$ cat src/rtl/agc_fetch.sv
// agc_fetch: instruction fetch unit for the AGC core.
// Drives the 12-bit fetch address, keeps at most one read outstanding to
// instruction memory, and hands 15-bit words to the decoder through a
// 2-entry buffer.  Each delivered word carries the extracode state set up
// by a preceding EXTEND, so the decoder need not track EXTEND itself.
// Execute-stage redirects flush the buffer and restart fetch; a response
// still in flight when the redirect lands is dropped on arrival.
//
// Handshake: a word moves from fetch to decoder on a cycle where
// instr_valid=1 and instr_ready=1 at the rising edge.  instr_valid never
// depends on instr_ready, and instr/instr_pc/instr_extra are stable while
// instr_valid=1 and the word is not taken.
`timescale 1ns/1ps

module agc_fetch #(
    parameter logic [11:0] RESET_PC = 12'o4000
) (
    input  logic        clock,
    input  logic        rst_l,
    output logic        imem_req,
    output logic [11:0] imem_addr,
    input  logic        imem_ack,
    input  logic [14:0] imem_rdata,
    output logic        instr_valid,
    input  logic        instr_ready,
    output logic [14:0] instr,
    output logic [11:0] instr_pc,
    output logic        instr_extra,
    input  logic        redirect,
    input  logic [11:0] redirect_pc,
    input  logic        halt
);

    localparam logic [14:0] EXTEND_WORD = 15'o00006;

    // IDLE: nothing outstanding.  WAIT: outstanding and wanted.
    // DISCARD: outstanding but stale (a redirect happened since issue).
    typedef enum logic [1:0] {
        ST_IDLE    = 2'd0,
        ST_WAIT    = 2'd1,
        ST_DISCARD = 2'd2
    } state_t;

    state_t      r_state;
    state_t      w_state_nxt;

    logic [11:0] r_pc;        // next address to fetch
    logic [11:0] r_req_pc;    // address of the outstanding request
    logic [1:0]  r_count;     // words held in the buffer (0..2)
    logic [11:0] r_buf0_pc;   // entry 0 is always the head
    logic [14:0] r_buf0_word;
    logic [11:0] r_buf1_pc;
    logic [14:0] r_buf1_word;
    logic        r_extend;    // extracode state for the head word

    logic        w_issue;
    logic        w_push;
    logic        w_pop;
    logic [14:0] w_head_word;

    // INDEX opcode: top octal digit 5 with bits 11:10 clear.
    function automatic logic is_index(input logic [14:0] word);
        return (word[14:12] == 3'o5) && (word[11:10] == 2'b00);
    endfunction

    // A word lands in the buffer only when the wanted response arrives and
    // no redirect is flushing the buffer in the same cycle.
    assign w_push      = (r_state == ST_WAIT) && imem_ack && !redirect;
    assign w_pop       = instr_valid && instr_ready;
    assign w_head_word = r_buf0_word;

    // Fetch FSM next-state and request decode.  The request is decoded in
    // the same cycle the FSM sits in IDLE so that the first read appears in
    // the first cycle out of reset; halt, redirect and reset gate it here.
    // Issue only needs count<2 because nothing is outstanding in IDLE, so
    // the returning word always has a free slot.
    always_comb begin
        w_state_nxt = r_state;
        w_issue     = 1'b0;
        case (r_state)
            ST_IDLE: begin
                if (rst_l && !halt && !redirect && (r_count < 2'd2)) begin
                    w_issue     = 1'b1;
                    w_state_nxt = ST_WAIT;
                end
            end
            ST_WAIT: begin
                if (imem_ack) begin
                    w_state_nxt = ST_IDLE;
                end else if (redirect) begin
                    w_state_nxt = ST_DISCARD;
                end
            end
            ST_DISCARD: begin
                if (imem_ack) begin
                    w_state_nxt = ST_IDLE;
                end
            end
            default: begin
                w_state_nxt = ST_IDLE;
            end
        endcase
    end

    // FSM state register.
    always_ff @(posedge clock) begin
        if (!rst_l) begin
            r_state <= ST_IDLE;
        end else begin
            r_state <= w_state_nxt;
        end
    end

    // Fetch PC: redirect wins; otherwise step past each issued address,
    // wrapping naturally at 12 bits.
    always_ff @(posedge clock) begin
        if (!rst_l) begin
            r_pc     <= RESET_PC;
            r_req_pc <= '0;
        end else begin
            if (redirect) begin
                r_pc <= redirect_pc;
            end else if (w_issue) begin
                r_pc <= r_pc + 12'd1;
            end
            if (w_issue) begin
                r_req_pc <= r_pc;
            end
        end
    end

    // Two-entry buffer with entry 0 as head.  Entries are never cleared on
    // pop or flush, so an empty buffer keeps showing the last head value.
    always_ff @(posedge clock) begin
        if (!rst_l) begin
            r_count     <= 2'd0;
            r_buf0_pc   <= '0;
            r_buf0_word <= '0;
            r_buf1_pc   <= '0;
            r_buf1_word <= '0;
        end else if (redirect) begin
            r_count <= 2'd0;
        end else begin
            case ({w_push, w_pop})
                2'b10: begin
                    if (r_count == 2'd0) begin
                        r_buf0_pc   <= r_req_pc;
                        r_buf0_word <= imem_rdata;
                    end else begin
                        r_buf1_pc   <= r_req_pc;
                        r_buf1_word <= imem_rdata;
                    end
                    r_count <= r_count + 2'd1;
                end
                2'b01: begin
                    if (r_count == 2'd2) begin
                        r_buf0_pc   <= r_buf1_pc;
                        r_buf0_word <= r_buf1_word;
                    end
                    r_count <= r_count - 2'd1;
                end
                2'b11: begin
                    // Count stays the same; with count=2 this cannot occur
                    // but shifting keeps the order right regardless.
                    if (r_count == 2'd2) begin
                        r_buf0_pc   <= r_buf1_pc;
                        r_buf0_word <= r_buf1_word;
                        r_buf1_pc   <= r_req_pc;
                        r_buf1_word <= imem_rdata;
                    end else begin
                        r_buf0_pc   <= r_req_pc;
                        r_buf0_word <= imem_rdata;
                    end
                end
                default: begin
                end
            endcase
        end
    end

    // Extracode flag: changes only when a word is accepted, so the head
    // always sees the value that applies to it.  INDEX leaves it alone.
    always_ff @(posedge clock) begin
        if (!rst_l) begin
            r_extend <= 1'b0;
        end else if (redirect) begin
            r_extend <= 1'b0;
        end else if (w_pop) begin
            if (w_head_word == EXTEND_WORD) begin
                r_extend <= 1'b1;
            end else if (!is_index(w_head_word)) begin
                r_extend <= 1'b0;
            end
        end
    end

    assign imem_req    = w_issue;
    assign imem_addr   = r_pc;
    assign instr_valid = (r_count != 2'd0);
    assign instr       = r_buf0_word;
    assign instr_pc    = r_buf0_pc;
    assign instr_extra = r_extend;

endmodule

$ cat config.mk
export PLATFORM = sky130hd
export DESIGN_NAME = agc_fetch
export DESIGN_NICKNAME = d
export VERILOG_FILES = /design/src/rtl/agc_fetch.sv
export SDC_FILE = /design/constraint.sdc
export NUM_CORES = 1
export LEC_CHECK = 0
export BUFFER_PORTS_ARGS = -buffer_cell sky130_fd_sc_hd__buf_2
export CAP_MARGIN = 20
export CORE_ASPECT_RATIO = 1.25
export CORE_MARGIN = 2
export CORE_UTILIZATION = 36
export CTS_CLUSTER_SIZE = 14
export DETAILED_ROUTE_END_ITERATION = 10
export HOLD_SLACK_MARGIN = 0.15
export PLACE_DENSITY = 0.67
export SETUP_SLACK_MARGIN = 0.15
export SYNTH_ARGS = -nofsm -noshare
export SYNTH_HDL_FRONTEND = slang
export SYNTH_SLANG_ARGS = --single-unit
$ cat constraint.sdc
create_clock -name clock -period 5.2 [get_ports clock]
set_clock_uncertainty 0.05 [all_clocks]
set_input_delay 0.26 -clock clock [delete_from_list [all_inputs] [get_ports clock]]
set_output_delay 0.26 -clock clock [all_outputs]
set_load 0.05 [all_outputs]
==> impl_metrics.ini <==
[floorplan]
die_h_microns = 114.9
die_area_sq_mm = 0.01065
rows = 40
boundaryPins = 75
start_util_pct = 36.86
fp.coreArea_sq_mm = 0.009609
fp.dieW_microns = 92.72

[synthesis]
synth_cell_types = 47
postSynthCellCount = 426
yosys_warnings = 0
yosys.area.top_type = dfxtp_1
ys_ff_latch = 83
synth_nets = 464
yosysSeqAreaShare_pct = 46.91
netlist_top_cells_area = dfxtp_1, a21oi_1, nand2_1
syn_area_sq_mm = 0.003542
synth_top_area_share_pct = 46.91
avgSynthCellArea_sq_um = 8.315

[cells_and_area]
antenna_cells = 0
fillers = 961
utilization_pct = 47.16
nets = 541
layout_common_cells = nand2_1, dfxtp_1, a21oi_1, buf_2, a22oi_1
area_growth_pct = 27.94
drive_gt1_share_pct = 20.47
layout_commonest_cell = nand2_1

[clock_network]
htreeDepth = 3
cts_tree = yes
cts_buffers = 9
clk-insertion-delay-late_ns = 0.34
path_clk_slew_ns = 0.06
cts-hold-fix-buffers = 22
cts_max_path_buffers = 2
cts_root_buf = clkbuf_16
cts_num_sinks = 83
post-cts-setup-buffer-count = 0
cts_resized = 0

[sta]
relSlewSlack_pct = 37.54
fmax_ghz = 0.3114
fin_tns_setup_ns = 0
rsz0062_at_grt = false
drv_slew = 0
hold_violations = 0
setup_viol = 0
min_period_ns = 3.211
worstMarginPinSlew_ns = 0.9370
period_share_pct = 61.75

[power]
cellLeakagePower_nw = 1.855
pwr-share-seq_pct = 44.2
ir_worst_vdd_mv = 0.1744
p_per_area_mw_per_mm2 = 330.2
internal-power_mw = 1.131
clockPowerShare_pct = 47.6
comb_power_share_pct = 8.2
switchingPower_uw = 365.9
switching_share_pct = 24.45

[critical_path]
cp_max_fo = 28
critPathBufInv = 3
max_stage_delay_ns = 0.59
r2r_start = r_state[0]$_SDFFE_PN0P_
arrival_ns = 3.35
crit_type = in2reg
cp-start-kind = input pin
crit_chain = dlygate4sd3_1, buf_2, nand2_1, nor3_1, inv_1, ha_1, nor4bb_1, a31o_2, or2_2, a21oi_1
endpoint_kind = flop
cpLargestDelayFamily = simple AND/OR/NAND/NOR gates
required_ns = 5.34
critPathLaunch = imem_ack
cp_slowest_cell = or2_2

[global_routing]
grt_max_degree = 38
grt_overflow = 0
grt_pass1_wl_microns = 16300
grt_usage_pct = 19.17
antenna_found_initial = 0
grt_pass1_vias = 3352

[outcome]
status = completed

[route]
via_per_inst = 5.427
drc_errors = 0
drt-total-wl_microns = 10180
post_drt_wl_per_cell_microns = 16.05
detail-route-antenna-nets = 0
first_iter_violations = 217
first_pass_iters = 4
num_vias = 3441

[placed_design]
portBuffers = 74
place_hpwl_microns = 6614
gp_congestion = 0.8383

[worst_hold_path]
worst_hold_startpoint = redirect_pc[7]
min_path_type = in2reg

[job]
drv_cap = 0
==> cells by family after synthesis <==
family | Yosys count | share of synthesized area (%)
AOI/OAI and AO/OA | 157 | 28.12
xor gates and xnor gates | 3 | 0.7419
adders and majority gates | 5 | 1.766
buffers and inverters | 44 | 4.945
DFF | 83 | 46.91
muxes | 1 | 0.3179
and+or+nand+nor | 133 | 17.20
==> cells in the mapped netlist, drive strengths merged <==
| master | instances |
|---|---|
| o311a | 1 |
| or2 | 3 |
| a31o | 2 |
| dfxtp | 83 |
| a2bb2oi | 1 |
| mux2 | 1 |
| nand2 | 93 |
| nor4 | 2 |
| nand4 | 4 |
| ha | 5 |
| nor2b | 1 |
| xor2 | 1 |
| and3 | 2 |
| a311o | 1 |
| nor2 | 4 |
| a32oi | 1 |
| clkbuf | 26 |
| o21a | 1 |
| nand3 | 5 |
| clkinv | 2 |
| o31ai | 28 |
| nand3b | 1 |
| xnor2 | 2 |
| or4 | 2 |
| or3 | 4 |
| o2111a | 1 |
| inv | 8 |
| a21oi | 74 |
| a22oi | 29 |
| nor3 | 5 |
| or4b | 2 |
| nand2b | 1 |
| buf | 8 |
| o311ai | 1 |
| nor4b | 2 |
| o211ai | 6 |
| o21ai | 2 |
| and4b | 1 |
| nor4bb | 1 |
| a31oi | 6 |
| o211a | 1 |
| o22ai | 2 |
==> sequential cells by signal, summed over array words and instances (netlist names) <==
name	cells
r_count	2
imem_addr	12
instr_extra	1
instr_pc	12
r_buf1_pc	12
instr	15
r_buf1_word	15
r_req_pc	12
r_state	2
==> layer usage <==
| layer | vias up | GRT usage, % | part of all wire [%] |
|---|---|---|---|
| met2 | 92 | 34.50 | 52 |
| met4 | 0 | 5.686 | 0.93 |
| met1 | 1652 | 22.95 | 43 |
| met5 | - | 0 | 0 |
| li1 | 1692 | - | - |
| met3 | 5 | 4.194 | 4.1 |
==> power by group through the flow <==
stage	clock [mW]	combinational, mW	sequential (mW)
6_report	0.712	0.123	0.662
5_1_grt	0.747	0.132	0.663
4_1_cts	0.718	0.123	0.661
3_5_place_dp	0	0.110	0.676
3_3_place_gp	0	0.109	0.676
2_1_floorplan	0	0.0451	0.703
==> layout make-up <==
cell class                      count  area, sq um  share of cell area, %
Multi-Input combinational cell    299         1712                  37.77
Sequential cell                    83         1662                  36.66
Timing Repair Buffer              100        628.1                  13.86
Clock buffer                       10        239.0                  5.273
Tap cell                          126        157.7                  3.479
Clock inverter                      6        96.34                  2.126
Inverter                           10        37.54                 0.8283
==> metrics by stage <==
stage,instance area [sq um],setup slack (ns),hold WS [ns],power [mW],cells
6_report,4532,1.989,0.1580,1.497,634
5_1_grt,4532,1.773,0.1774,1.542,634
4_1_cts,4532,2.041,0.1606,1.503,634
3_5_place_dp,3976,2.092,0.3985,0.7857,596
3_3_place_gp,3961,2.234,0.3919,0.7844,595
2_1_floorplan,3542,2.341,0.2859,0.7481,426
==> tightest hold or removal path: cells and delay by family <==
kind            cells  cell delay, ns
simple gates        1            0.05
buf+inv             1            0.10
compound gates      1            0.07
==> path summary, 6_finish.rpt <==
check	endpoint	slack, ns	cells past startpoint
min reg2reg	r_buf1_pc[11]$_SDFFE_PN0P_	0.41	2
max	instr[2]$_SDFFE_PN0P_	1.99	10
max reg2reg	instr[2]$_SDFFE_PN0P_	2.15	8
min	imem_addr[7]$_SDFFE_PN0P_	0.16	3
(Power assumes the default switching activity.)
